**config.mk**
```make
export PLATFORM = sky130hd
export DESIGN_NAME = st_timing_adapter_ps_flat
export DESIGN_NICKNAME = d
export VERILOG_FILES = /design/src/rtl/st_timing_adapter_ps_if.sv /design/src/rtl/st_timing_adapter_ps.sv /design/src/flat_wrapper.sv
export SDC_FILE = /design/constraint.sdc
export NUM_CORES = 1
export LEC_CHECK = 0
export ABC_AREA = 1
export ABC_CLOCK_PERIOD_IN_PS = 6150
export CAP_MARGIN = 5
export CORE_ASPECT_RATIO = 1.4
export CORE_MARGIN = 5
export CORE_UTILIZATION = 51
export CTS_CLUSTER_SIZE = 30
export DETAILED_ROUTE_END_ITERATION = 16
export PLACE_DENSITY = 0.71
export SETUP_SLACK_MARGIN = 0.15
export SYNTH_ARGS = -nofsm -noshare
export SYNTH_HDL_FRONTEND = slang
export SYNTH_SLANG_ARGS = --single-unit
```
**constraint.sdc**
```tcl
create_clock -name clk -period 6.15 [get_ports clk]
set_input_delay 0.9225 -clock clk [delete_from_list [all_inputs] [get_ports clk]]
set_output_delay 0.9225 -clock clk [all_outputs]
set_load 0.005 [all_outputs]
```
**src/rtl/st_timing_adapter_ps_if.sv**
```systemverilog
// Streaming port bundle for st_timing_adapter_ps: input stream, output stream and overflow status.
// slave = adapter view, master = environment view.
interface st_timing_adapter_ps_if #(
    parameter int DATA_W  = 32,
    parameter int ERR_W   = 6,
    parameter int EMPTY_W = 2,
    parameter int DEPTH   = 8
);
    localparam int FILL_W = $clog2(DEPTH + 1);

    logic                in_ready;
    logic                in_valid;
    logic [DATA_W-1:0]   in_data;
    logic [ERR_W-1:0]    in_error;
    logic                in_startofpacket;
    logic                in_endofpacket;
    logic [EMPTY_W-1:0]  in_empty;

    logic                out_ready;
    logic                out_valid;
    logic [DATA_W-1:0]   out_data;
    logic [ERR_W-1:0]    out_error;
    logic                out_startofpacket;
    logic                out_endofpacket;
    logic [EMPTY_W-1:0]  out_empty;

    logic [FILL_W-1:0]   fill_level;
    logic                ovf_flag;
    logic [15:0]         ovf_count;
    logic                ovf_clr;

    modport slave (
        output in_ready,
        input  in_valid, in_data, in_error, in_startofpacket, in_endofpacket, in_empty,
        input  out_ready,
        output out_valid, out_data, out_error, out_startofpacket, out_endofpacket, out_empty,
        output fill_level, ovf_flag, ovf_count,
        input  ovf_clr
    );

    modport master (
        input  in_ready,
        output in_valid, in_data, in_error, in_startofpacket, in_endofpacket, in_empty,
        output out_ready,
        input  out_valid, out_data, out_error, out_startofpacket, out_endofpacket, out_empty,
        input  fill_level, ovf_flag, ovf_count,
        output ovf_clr
    );
endinterface

```
**src/rtl/st_timing_adapter_ps.sv**
```systemverilog
// Streaming ready-latency adapter: converts input ready latency L (0..3) to output ready latency 0 via a DEPTH-entry FIFO.
// Latency 1 cycle (push in N, out_valid in N+1); in_ready deasserts at DEPTH-L occupancy, beats arriving at full are dropped.
// Overflow statistics (ovf_flag/ovf_count) are built only with ST_TA_OVF_STATS_EN defined.
module st_timing_adapter_ps #(
    parameter int DATA_W           = 32,
    parameter int ERR_W            = 6,
    parameter int EMPTY_W          = 2,
    parameter int DEPTH            = 8,
    parameter int IN_READY_LATENCY = 3
) (
    input  logic                    clk,
    input  logic                    reset,
    st_timing_adapter_ps_if.slave   bus
);
    localparam int AW     = $clog2(DEPTH);
    localparam int FILL_W = $clog2(DEPTH + 1);

    localparam logic [AW-1:0]     PTR_ONE    = AW'(1);
    localparam logic [FILL_W-1:0] FILL_ONE   = FILL_W'(1);
    localparam logic [FILL_W-1:0] FULL_LVL   = FILL_W'(DEPTH);
    localparam logic [FILL_W-1:0] RDY_THRESH = FILL_W'(DEPTH - IN_READY_LATENCY);

    generate
        if (DEPTH < 2 || DEPTH > 256 || (DEPTH & (DEPTH - 1)) != 0) begin : g_bad_depth
            $error("DEPTH must be a power of two in 2..256");
        end
        if (IN_READY_LATENCY < 0 || IN_READY_LATENCY > 3 || DEPTH < IN_READY_LATENCY + 2) begin : g_bad_lat
            $error("IN_READY_LATENCY must be 0..3 with DEPTH >= L+2");
        end
        if (ERR_W < 1 || ERR_W > 16 || EMPTY_W < 1 || EMPTY_W > 8) begin : g_bad_side
            $error("ERR_W must be 1..16 and EMPTY_W 1..8");
        end
    endgenerate

    typedef struct packed {
        logic [DATA_W-1:0]  data;
        logic [ERR_W-1:0]   error;
        logic               sop;
        logic               eop;
        logic [EMPTY_W-1:0] empty;
    } beat_t;

    beat_t              mem_q [DEPTH];
    beat_t              in_beat;
    beat_t              head_beat;

    logic [AW-1:0]      wr_ptr_q, wr_ptr_d;
    logic [AW-1:0]      rd_ptr_q, rd_ptr_d;
    logic [FILL_W-1:0]  fill_q, fill_d;

    logic               in_rdy;
    logic               out_vld;
    logic               push_req;
    logic               push_ok;
    logic               pop;
    logic               ovf_evt;

    assign in_rdy  = !reset && (fill_q < RDY_THRESH);
    assign out_vld = !reset && (fill_q != '0);
    assign pop     = out_vld && bus.out_ready;

    // With L>0 the upstream may still be sending beats it launched before in_ready fell, so in_ready is not a qualifier.
    assign push_req = !reset && bus.in_valid && ((IN_READY_LATENCY != 0) || in_rdy);
    assign push_ok  = push_req && ((fill_q != FULL_LVL) || pop);
    assign ovf_evt  = push_req && !push_ok;

    assign in_beat = '{
        data:  bus.in_data,
        error: bus.in_error,
        sop:   bus.in_startofpacket,
        eop:   bus.in_endofpacket,
        empty: bus.in_empty
    };

    always_comb begin
        wr_ptr_d = wr_ptr_q;
        rd_ptr_d = rd_ptr_q;
        fill_d   = fill_q;
        if (push_ok) begin
            wr_ptr_d = wr_ptr_q + PTR_ONE;
        end
        if (pop) begin
            rd_ptr_d = rd_ptr_q + PTR_ONE;
        end
        case ({push_ok, pop})
            2'b10:   fill_d = fill_q + FILL_ONE;
            2'b01:   fill_d = fill_q - FILL_ONE;
            default: fill_d = fill_q;
        endcase
    end

    always_ff @(posedge clk) begin
        if (reset) begin
            wr_ptr_q <= '0;
            rd_ptr_q <= '0;
            fill_q   <= '0;
        end else begin
            wr_ptr_q <= wr_ptr_d;
            rd_ptr_q <= rd_ptr_d;
            fill_q   <= fill_d;
        end
    end

    // Storage is never reset; stale entries are unreachable once the pointers are cleared.
    always_ff @(posedge clk) begin
        if (push_ok) begin
            mem_q[wr_ptr_q] <= in_beat;
        end
    end

    assign head_beat = out_vld ? mem_q[rd_ptr_q] : '0;

    assign bus.in_ready          = in_rdy;
    assign bus.out_valid         = out_vld;
    assign bus.out_data          = head_beat.data;
    assign bus.out_error         = head_beat.error;
    assign bus.out_startofpacket = head_beat.sop;
    assign bus.out_endofpacket   = head_beat.eop;
    assign bus.out_empty         = head_beat.empty;
    assign bus.fill_level        = fill_q;

`ifdef ST_TA_OVF_STATS_EN
    logic        ovf_flag_q, ovf_flag_d;
    logic [15:0] ovf_cnt_q, ovf_cnt_d;

    always_comb begin
        ovf_flag_d = ovf_flag_q;
        ovf_cnt_d  = ovf_cnt_q;
        if (bus.ovf_clr) begin
            ovf_flag_d = 1'b0;
            ovf_cnt_d  = '0;
        end else if (ovf_evt) begin
            ovf_flag_d = 1'b1;
            if (ovf_cnt_q != 16'hFFFF) begin
                ovf_cnt_d = ovf_cnt_q + 16'd1;
            end
        end
    end

    always_ff @(posedge clk) begin
        if (reset) begin
            ovf_flag_q <= 1'b0;
            ovf_cnt_q  <= '0;
        end else begin
            ovf_flag_q <= ovf_flag_d;
            ovf_cnt_q  <= ovf_cnt_d;
        end
    end

    assign bus.ovf_flag  = ovf_flag_q;
    assign bus.ovf_count = ovf_cnt_q;
`else
    logic unused_ovf;
    assign unused_ovf    = &{1'b0, ovf_evt, bus.ovf_clr};
    assign bus.ovf_flag  = 1'b0;
    assign bus.ovf_count = '0;
`endif
endmodule

```
**src/flat_wrapper.sv**
```systemverilog
// flat-port wrapper written by rule: the top's interface ports become plain ports
module st_timing_adapter_ps_flat 
#(
    parameter int DATA_W           = 32,
    parameter int ERR_W            = 6,
    parameter int EMPTY_W          = 2,
    parameter int DEPTH            = 8,
    parameter int IN_READY_LATENCY = 3
)
  (clk, reset, bus_in_ready, bus_in_valid, bus_in_data, bus_in_error, bus_in_startofpacket, bus_in_endofpacket, bus_in_empty, bus_out_ready, bus_out_valid, bus_out_data, bus_out_error, bus_out_startofpacket, bus_out_endofpacket, bus_out_empty, bus_fill_level, bus_ovf_flag, bus_ovf_count, bus_ovf_clr);
  st_timing_adapter_ps_if #(.DATA_W(DATA_W), .ERR_W(ERR_W), .EMPTY_W(EMPTY_W), .DEPTH(DEPTH)) bus_i ();
  input  logic clk;
  input  logic reset;
  output wire logic [$bits(bus_i.in_ready)-1:0] bus_in_ready;
  input wire logic [$bits(bus_i.in_valid)-1:0] bus_in_valid;
  input wire logic [$bits(bus_i.in_data)-1:0] bus_in_data;
  input wire logic [$bits(bus_i.in_error)-1:0] bus_in_error;
  input wire logic [$bits(bus_i.in_startofpacket)-1:0] bus_in_startofpacket;
  input wire logic [$bits(bus_i.in_endofpacket)-1:0] bus_in_endofpacket;
  input wire logic [$bits(bus_i.in_empty)-1:0] bus_in_empty;
  input wire logic [$bits(bus_i.out_ready)-1:0] bus_out_ready;
  output wire logic [$bits(bus_i.out_valid)-1:0] bus_out_valid;
  output wire logic [$bits(bus_i.out_data)-1:0] bus_out_data;
  output wire logic [$bits(bus_i.out_error)-1:0] bus_out_error;
  output wire logic [$bits(bus_i.out_startofpacket)-1:0] bus_out_startofpacket;
  output wire logic [$bits(bus_i.out_endofpacket)-1:0] bus_out_endofpacket;
  output wire logic [$bits(bus_i.out_empty)-1:0] bus_out_empty;
  output wire logic [$bits(bus_i.fill_level)-1:0] bus_fill_level;
  output wire logic [$bits(bus_i.ovf_flag)-1:0] bus_ovf_flag;
  output wire logic [$bits(bus_i.ovf_count)-1:0] bus_ovf_count;
  input wire logic [$bits(bus_i.ovf_clr)-1:0] bus_ovf_clr;
  assign bus_in_ready = bus_i.in_ready;
  assign bus_i.in_valid = bus_in_valid;
  assign bus_i.in_data = bus_in_data;
  assign bus_i.in_error = bus_in_error;
  assign bus_i.in_startofpacket = bus_in_startofpacket;
  assign bus_i.in_endofpacket = bus_in_endofpacket;
  assign bus_i.in_empty = bus_in_empty;
  assign bus_i.out_ready = bus_out_ready;
  assign bus_out_valid = bus_i.out_valid;
  assign bus_out_data = bus_i.out_data;
  assign bus_out_error = bus_i.out_error;
  assign bus_out_startofpacket = bus_i.out_startofpacket;
  assign bus_out_endofpacket = bus_i.out_endofpacket;
  assign bus_out_empty = bus_i.out_empty;
  assign bus_fill_level = bus_i.fill_level;
  assign bus_ovf_flag = bus_i.ovf_flag;
  assign bus_ovf_count = bus_i.ovf_count;
  assign bus_i.ovf_clr = bus_ovf_clr;
  st_timing_adapter_ps #(.DATA_W(DATA_W), .ERR_W(ERR_W), .EMPTY_W(EMPTY_W), .DEPTH(DEPTH), .IN_READY_LATENCY(IN_READY_LATENCY)) u_core (.clk(clk), .reset(reset), .bus(bus_i));
endmodule
```
== Yosys cells after proc, flatten, opt, wreduce, memory -nomap -nowiden ==
Memories as Yosys holds them, arrays and structs flattened. A register that Yosys moved wholly into a read port is not among the register bits.
Cells that the tools add are included.

* Bits of input ports: 47
* Bits in writable memories: 336
* Output and inout bits: 65
* Memories: 1
* Bits in registers: 10

* Mux-type cells: 6
* Equality and inequality tests: 3
* Magnitude comparators: 1
* Reductions and logical operators: 9
* Add/sub/neg operators: 4

{| class="wikitable"
|+ Memory list
! name !! words !! bits a word !! read ports !! clocked after memory_dff !! wr ports !! line !! text
|-
| u_core.mem_q || 8 || 42 || 1 || 1 || 1 || st_timing_adapter_ps.sv:43 || <nowiki>beat_t mem_q [DEPTH];</nowiki>
|}

{| class="wikitable"
|+ Operators by type and width
! operator !! count
|-
| $mux 42 || 1
|-
| $pmux 4 s2 || 1
|-
| $add 3x1->3 const B || 2
|-
| $mux 3 || 2
|-
| $logic_and 1x1->1 || 5
|-
| $add 4x1->4 const B || 1
|-
| $lt 4x3->1 const B || 1
|-
| $ne 4x4->1 const B || 1
|-
| $reduce_bool 4->1 || 1
|-
| $sub 4x1->4 const B || 1
|-
| $eq 2x1->1 const B || 1
|-
| $eq 2x2->1 const B || 1
|-
| $mux 1 || 2
|-
| $reduce_bool 2->1 || 1
|-
| $logic_not 1->1 || 1
|-
| $logic_or 1x1->1 || 1
|}

== Logic depth before layout (Yosys ltp) ==
* Depth after elaboration: 7
* Gate-level depth with buffers: 14

== Worst setup path before layout ==
OpenSTA, ideal clock, no wires.

* Path type: input to register
* Start point: input port reset
* End point: memory u_core.mem_q[4][0] in the netlist's numbering (enable)
* Path buffers: 1
* Setup slack: 1.189 ns
* Stages: 6
* Data arrival time: 4.468 ns
* Path through: buf_2 inv_2 nand3_2 nand4_2 nand2_1 nor3_1

* Cells in the longest elaborated chain, start to end: 7
* Elaborated cells between the ends (all ways): 8
* Classes of those cells: mux: 2; reduce/logical: 6

{| class="wikitable"
|+ RTL lines
! what !! line !! text
|-
| from (decl) || flat_wrapper.sv:13 || <nowiki>input logic reset;</nowiki>
|-
| $logic_not 1->1 (*) || st_timing_adapter_ps.sv:59, st_timing_adapter_ps.sv:63 ||
|-
| $logic_and 1x1->1 || st_timing_adapter_ps.sv:59 || <nowiki>assign out_vld = !reset && (fill_q != '0);</nowiki>
|-
| $logic_and 1x1->1 || st_timing_adapter_ps.sv:60 || <nowiki>assign pop = out_vld && bus.out_ready;</nowiki>
|-
| $logic_or 1x1->1 || st_timing_adapter_ps.sv:64 || <nowiki>assign push_ok = push_req && ((fill_q != FULL_LVL) || pop);</nowiki>
|-
| $logic_and 1x1->1 (*) || st_timing_adapter_ps.sv:64 ||
|-
| $mux 1 (*) || st_timing_adapter_ps.sv:106 || <nowiki>if (push_ok) begin</nowiki>
|-
| $mux 1 (not written as such) (*) || st_timing_adapter_ps.sv:107 || <nowiki>mem_q[wr_ptr_q] <= in_beat;</nowiki>
|-
| to (decl) || st_timing_adapter_ps.sv:43 ||
|}

Mark *: on every way between the ends. The rest lies on a longest branch, timed or not.

== Worst setup path after layout ==
* Start point: input port reset
* End point: output port bus_out_data[31]

* Cells in the longest elaborated chain, start to end: 3

{| class="wikitable"
|+ RTL lines
! what !! line !! text
|-
| $logic_not 1->1 || st_timing_adapter_ps.sv:59 ||
|-
| $logic_and 1x1->1 || st_timing_adapter_ps.sv:59 ||
|-
| $mux 42 || st_timing_adapter_ps.sv:111 || <nowiki>assign head_beat = out_vld ? mem_q[rd_ptr_q] : '0;</nowiki>
|-
| to (decl) || flat_wrapper.sv:23 || <nowiki>output wire logic [$bits(bus_i.out_data)-1:0] bus_out_data;</nowiki>
|}

Every way passes these cells.

==> metrics.md <==
| Metric | Value |
|---|---|
| Sw Ratio | around a fifth |
| Share of post-route cells with drive strength above 1 | under 10% |
| CTS max path bufs | 3 |
| GR Util All Layers | a little under a fifth |
| Cell count after synthesis | 1,069 |
| # clock sinks | approximately 350 |
| Final ANT Viol Nets | 0 |
| DR vias | around 8,600 |
| Setup crit end kind | primary output |
| Worst Max-Slew Pin Slew | approximately 1.2 ns |
| WL/cell | between 15 and 20 µm |
| Tcrit/Tclk final | between 70% and 80% |
| Vias per cell | approximately 5.6 |
| Rows | a little over 70 |
| Remaining global-route overflow | 0 |
| CP Data Arrival Time | between 3 and 4 ns |
| Final net count | approximately 1,200 |
| Clock Latency Late Sink | around 0.56 ns |
| Wire length of the first global-routing pass | 45.0 mm |
| Clk slew on worst S/H paths | around 0.060 ns |
| Req. time, crit path | between 5 and 6 ns |
| Max cap viols | 0 |
| Largest net degree at the start of global routing | about 170 |
| Vias in the first global route | 8,273 |
| Final Setup Violations | 0 |
| Highest cell delay on the worst timing path | 0.71 ns |
| DRT iter0 DRCs | 723 |
| Cell variety after synth | 32 |
| Setup TNS | 0 ns |
| Min Hold Slack | between 0.5 and 0.6 ns |
| Mapped Avg Cell Area | 12.9 µm² |
| Sequential cell area fraction in the yosys report | approximately 75% |
| Crit Path Class | in2out |
| CTS tree | yes |
| Drt total wl | just under 30 mm |
| Clk root buf | clkbuf_16 |
| DP HPWL | roughly 16 mm |
| Crit path max fanout | 45 |
| P_int | 3.82 mW |
| P_sw | approximately 1.0 mW |
| H-tree depth | 1 |
| Die X | about 150 µm |
| Initial antenna violation count | 1 |
| Min-Delay Path Class | reg2reg |
| Seq pwr share | between 50% and 60% |
| CP max-delay cell | inv_2 |
| Synth-to-Final Area Change | 15.6% |
| CTS Buf Count | 31 |
| Number of remaining DRC errors | 0 |
| Pleak | roughly 5.2 nW |
| Ports | approximately 110 |
| Synth warn | 0 |
| First-pass DRT Iterations | 5 |
| Gpl congestion | between 0.7 and 0.8 |
| Fmax | roughly 220 MHz |
| Initial Util | 51.5% |
| Slew headroom | a little under a fifth |
| Die H | a little over 200 µm |
| Final Hold Fails | 0 |
| # fillers | ~2,100 |
| Core Region | roughly 27,000 µm² |
| Final Slew Violations | 0 |
| IO buf count | 93 |
| Tmin final | about 4.6 ns |
| Pwr per Cell Area | ~300 nW/µm² |
| Worst setup SP type | primary input |
| Status | complete, no violations |
| Worst Skew | around 0.014 ns |
| Post-CTS Hold Fix Bufs | 0 |
| Worst path cell trace | clkdlybuf4s50_1, inv_2, nand2_1, inv_2, o21ai_0, a31oi_1, clkdlybuf4s50_1 |
| RSZ-0062 raised after global routing | false |
| Yosys reg bits | ~350 |
| Post-CTS Setup Inserts | 0 |
| Peak supply drop | between 0.2 and 0.3 mV |
| CTS resizes | 0 |
| Gate power share | 7.0% |
| Clk pwr share | a little under two fifths |
| Ant diodes | 0 |
| DIE AREA | just over 30,000 µm² |
| Mapped cell area | around 14,000 µm² |
[cells in the final DEF (no fill, tap or decap), types with 2 or more instances in the layout]
cell / synthesis / routed
a31oi_1: 42 / 42
conb_1: 1 / 17
inv_1: 9 / 9
clkbuf_1: 34 / 4
clkbuf_16: 0 / 31
o21ai_1: 25 / 25
edfxtp_1: 336 / 336
dfxtp_1: 13 / 11
nand3_1: 11 / 11
xor2_1: 3 / 3
bufinv_16: 0 / 3
ha_1: 4 / 4
nand2_1: 19 / 19
dfxtp_4: 0 / 2
clkinv_1: 0 / 6
nor2_4: 1 / 5
inv_2: 4 / 4
nand2_2: 2 / 2
inv_6: 1 / 2
buf_4: 17 / 15
o21ai_0: 188 / 188
clkdlybuf4s50_1: 0 / 93
clkinv_2: 0 / 11
buf_12: 1 / 2
nor3_2: 0 / 4
o22ai_1: 42 / 42
nor2_1: 266 / 262
a21oi_1: 6 / 6
[per-layer routing]
metal	track usage [%]	vias up	wire length, µm
li1	-	4026	-
met3	2.70	49	1610
met4	5.56	2	638
met1	22.8	4224	11500
met2	34.4	251	15600
met5	0	-	20
[stage by stage]
step	instance area, µm²	setup slack (ns)	power, mW	utilization, %	cells
2_1_floorplan	13900	1.19	2.90	-	1085
3_3_place_gp	15000	1.55	3.04	55.9	1474
3_5_place_dp	15000	1.54	3.05	55.9	1474
4_1_cts	16000	1.54	4.89	59.6	1531
5_1_grt	16000	1.37	5.03	59.6	1531
6_report	16000	1.53	4.86	59.6	1531
[Yosys cell counts]
master    count  area share [%]
buf_12        1            0.14
edfxtp_1    336              73
nand2_1      19            0.52
nor2_1      266             7.2
nand4_2       1           0.091
a21oi_1       6            0.22
xnor2_1       1           0.063
nor2_2        1           0.045
inv_1         9            0.24
buf_8         1            0.11
nor3_1        4            0.14
inv_6         1           0.063
nand3_1      11            0.40
o21ai_1      25            0.91
conb_1        1           0.027
nand3_2       1           0.072
buf_6         3            0.24
nand4_1       1           0.045
buf_2        29             1.1
inv_2         4            0.11
dfxtp_1      13             1.9
fa_1          1            0.14
buf_4        17            0.92
o21ai_0     188             6.8
ha_1          4            0.36
nand2_2       2           0.091
o22ai_1      42             1.9
xor2_1        3            0.19
clkbuf_1     34            0.92
nor2_4        1           0.082
clkbuf_2      1           0.036
a31oi_1      42             1.9
[power groups by stage]
stage / clock (mW) / sequential, mW / combinational, mW
CTS: 1.89 / 2.66 / 0.340
global route: 1.99 / 2.66 / 0.376
detailed placement: 0 / 2.71 / 0.337
finish: 1.86 / 2.66 / 0.338
global placement: 0 / 2.71 / 0.329
floorplan: 0 / 2.70 / 0.200
[state kept, by name, indices dropped and copies added, names as in the netlist, named ones only]
signal	cells
u_core.rd_ptr_q	3
u_core.bus.fill_level	4
u_core.wr_ptr_q	3
u_core.mem_q	336
[final timing paths]
kind / endpoint / depth (start not counted) / from / slack, ns
hold reg to reg: flop / 2 / u_core.rd_ptr_q[2] / 0.50
setup / recovery: bus_out_data[31] / 7 / reset / 1.53
setup reg to reg: u_core.mem_q[3][25] / 7 / u_core.bus.fill_level[1] / 3.13
hold / removal: flop / 2 / u_core.rd_ptr_q[2] / 0.50
[final cells by class]
type                            instances  area [µm²]  share of cell area, %
Timing Repair Buffer                  110        1080                   6.78
Tap cell                              365         457                   2.86
Sequential cell                       349       10400                   64.8
Clock buffer                           35         791                   4.95
Inverter                               14        57.6                  0.360
Clock inverter                         22         188                   1.17
Multi-Input combinational cell        636        3040                   19.1
[critical path: cells and delay by family]
family,cells,cell delay [ns]
simple gates,1,0.09
compound gates,2,0.57
buf+inv,4,2.07
[kinds of logic (layout without fill, tap and decap cells)]
kind of cell | after synthesis | count (layout) | share of synthesized area [%]
flops | 349 | 349 | 74.9
xor+xnor | 4 | 4 | 0.254
buf+inv | 100 | 181 | 3.85
compound gates | 303 | 303 | 11.7
fa+ha+maj | 5 | 5 | 0.507
simple gates | 307 | 307 | 8.71
other cells | 1 | 17 | 0.0271
Note: power is estimated with default switching activity, not from simulation.
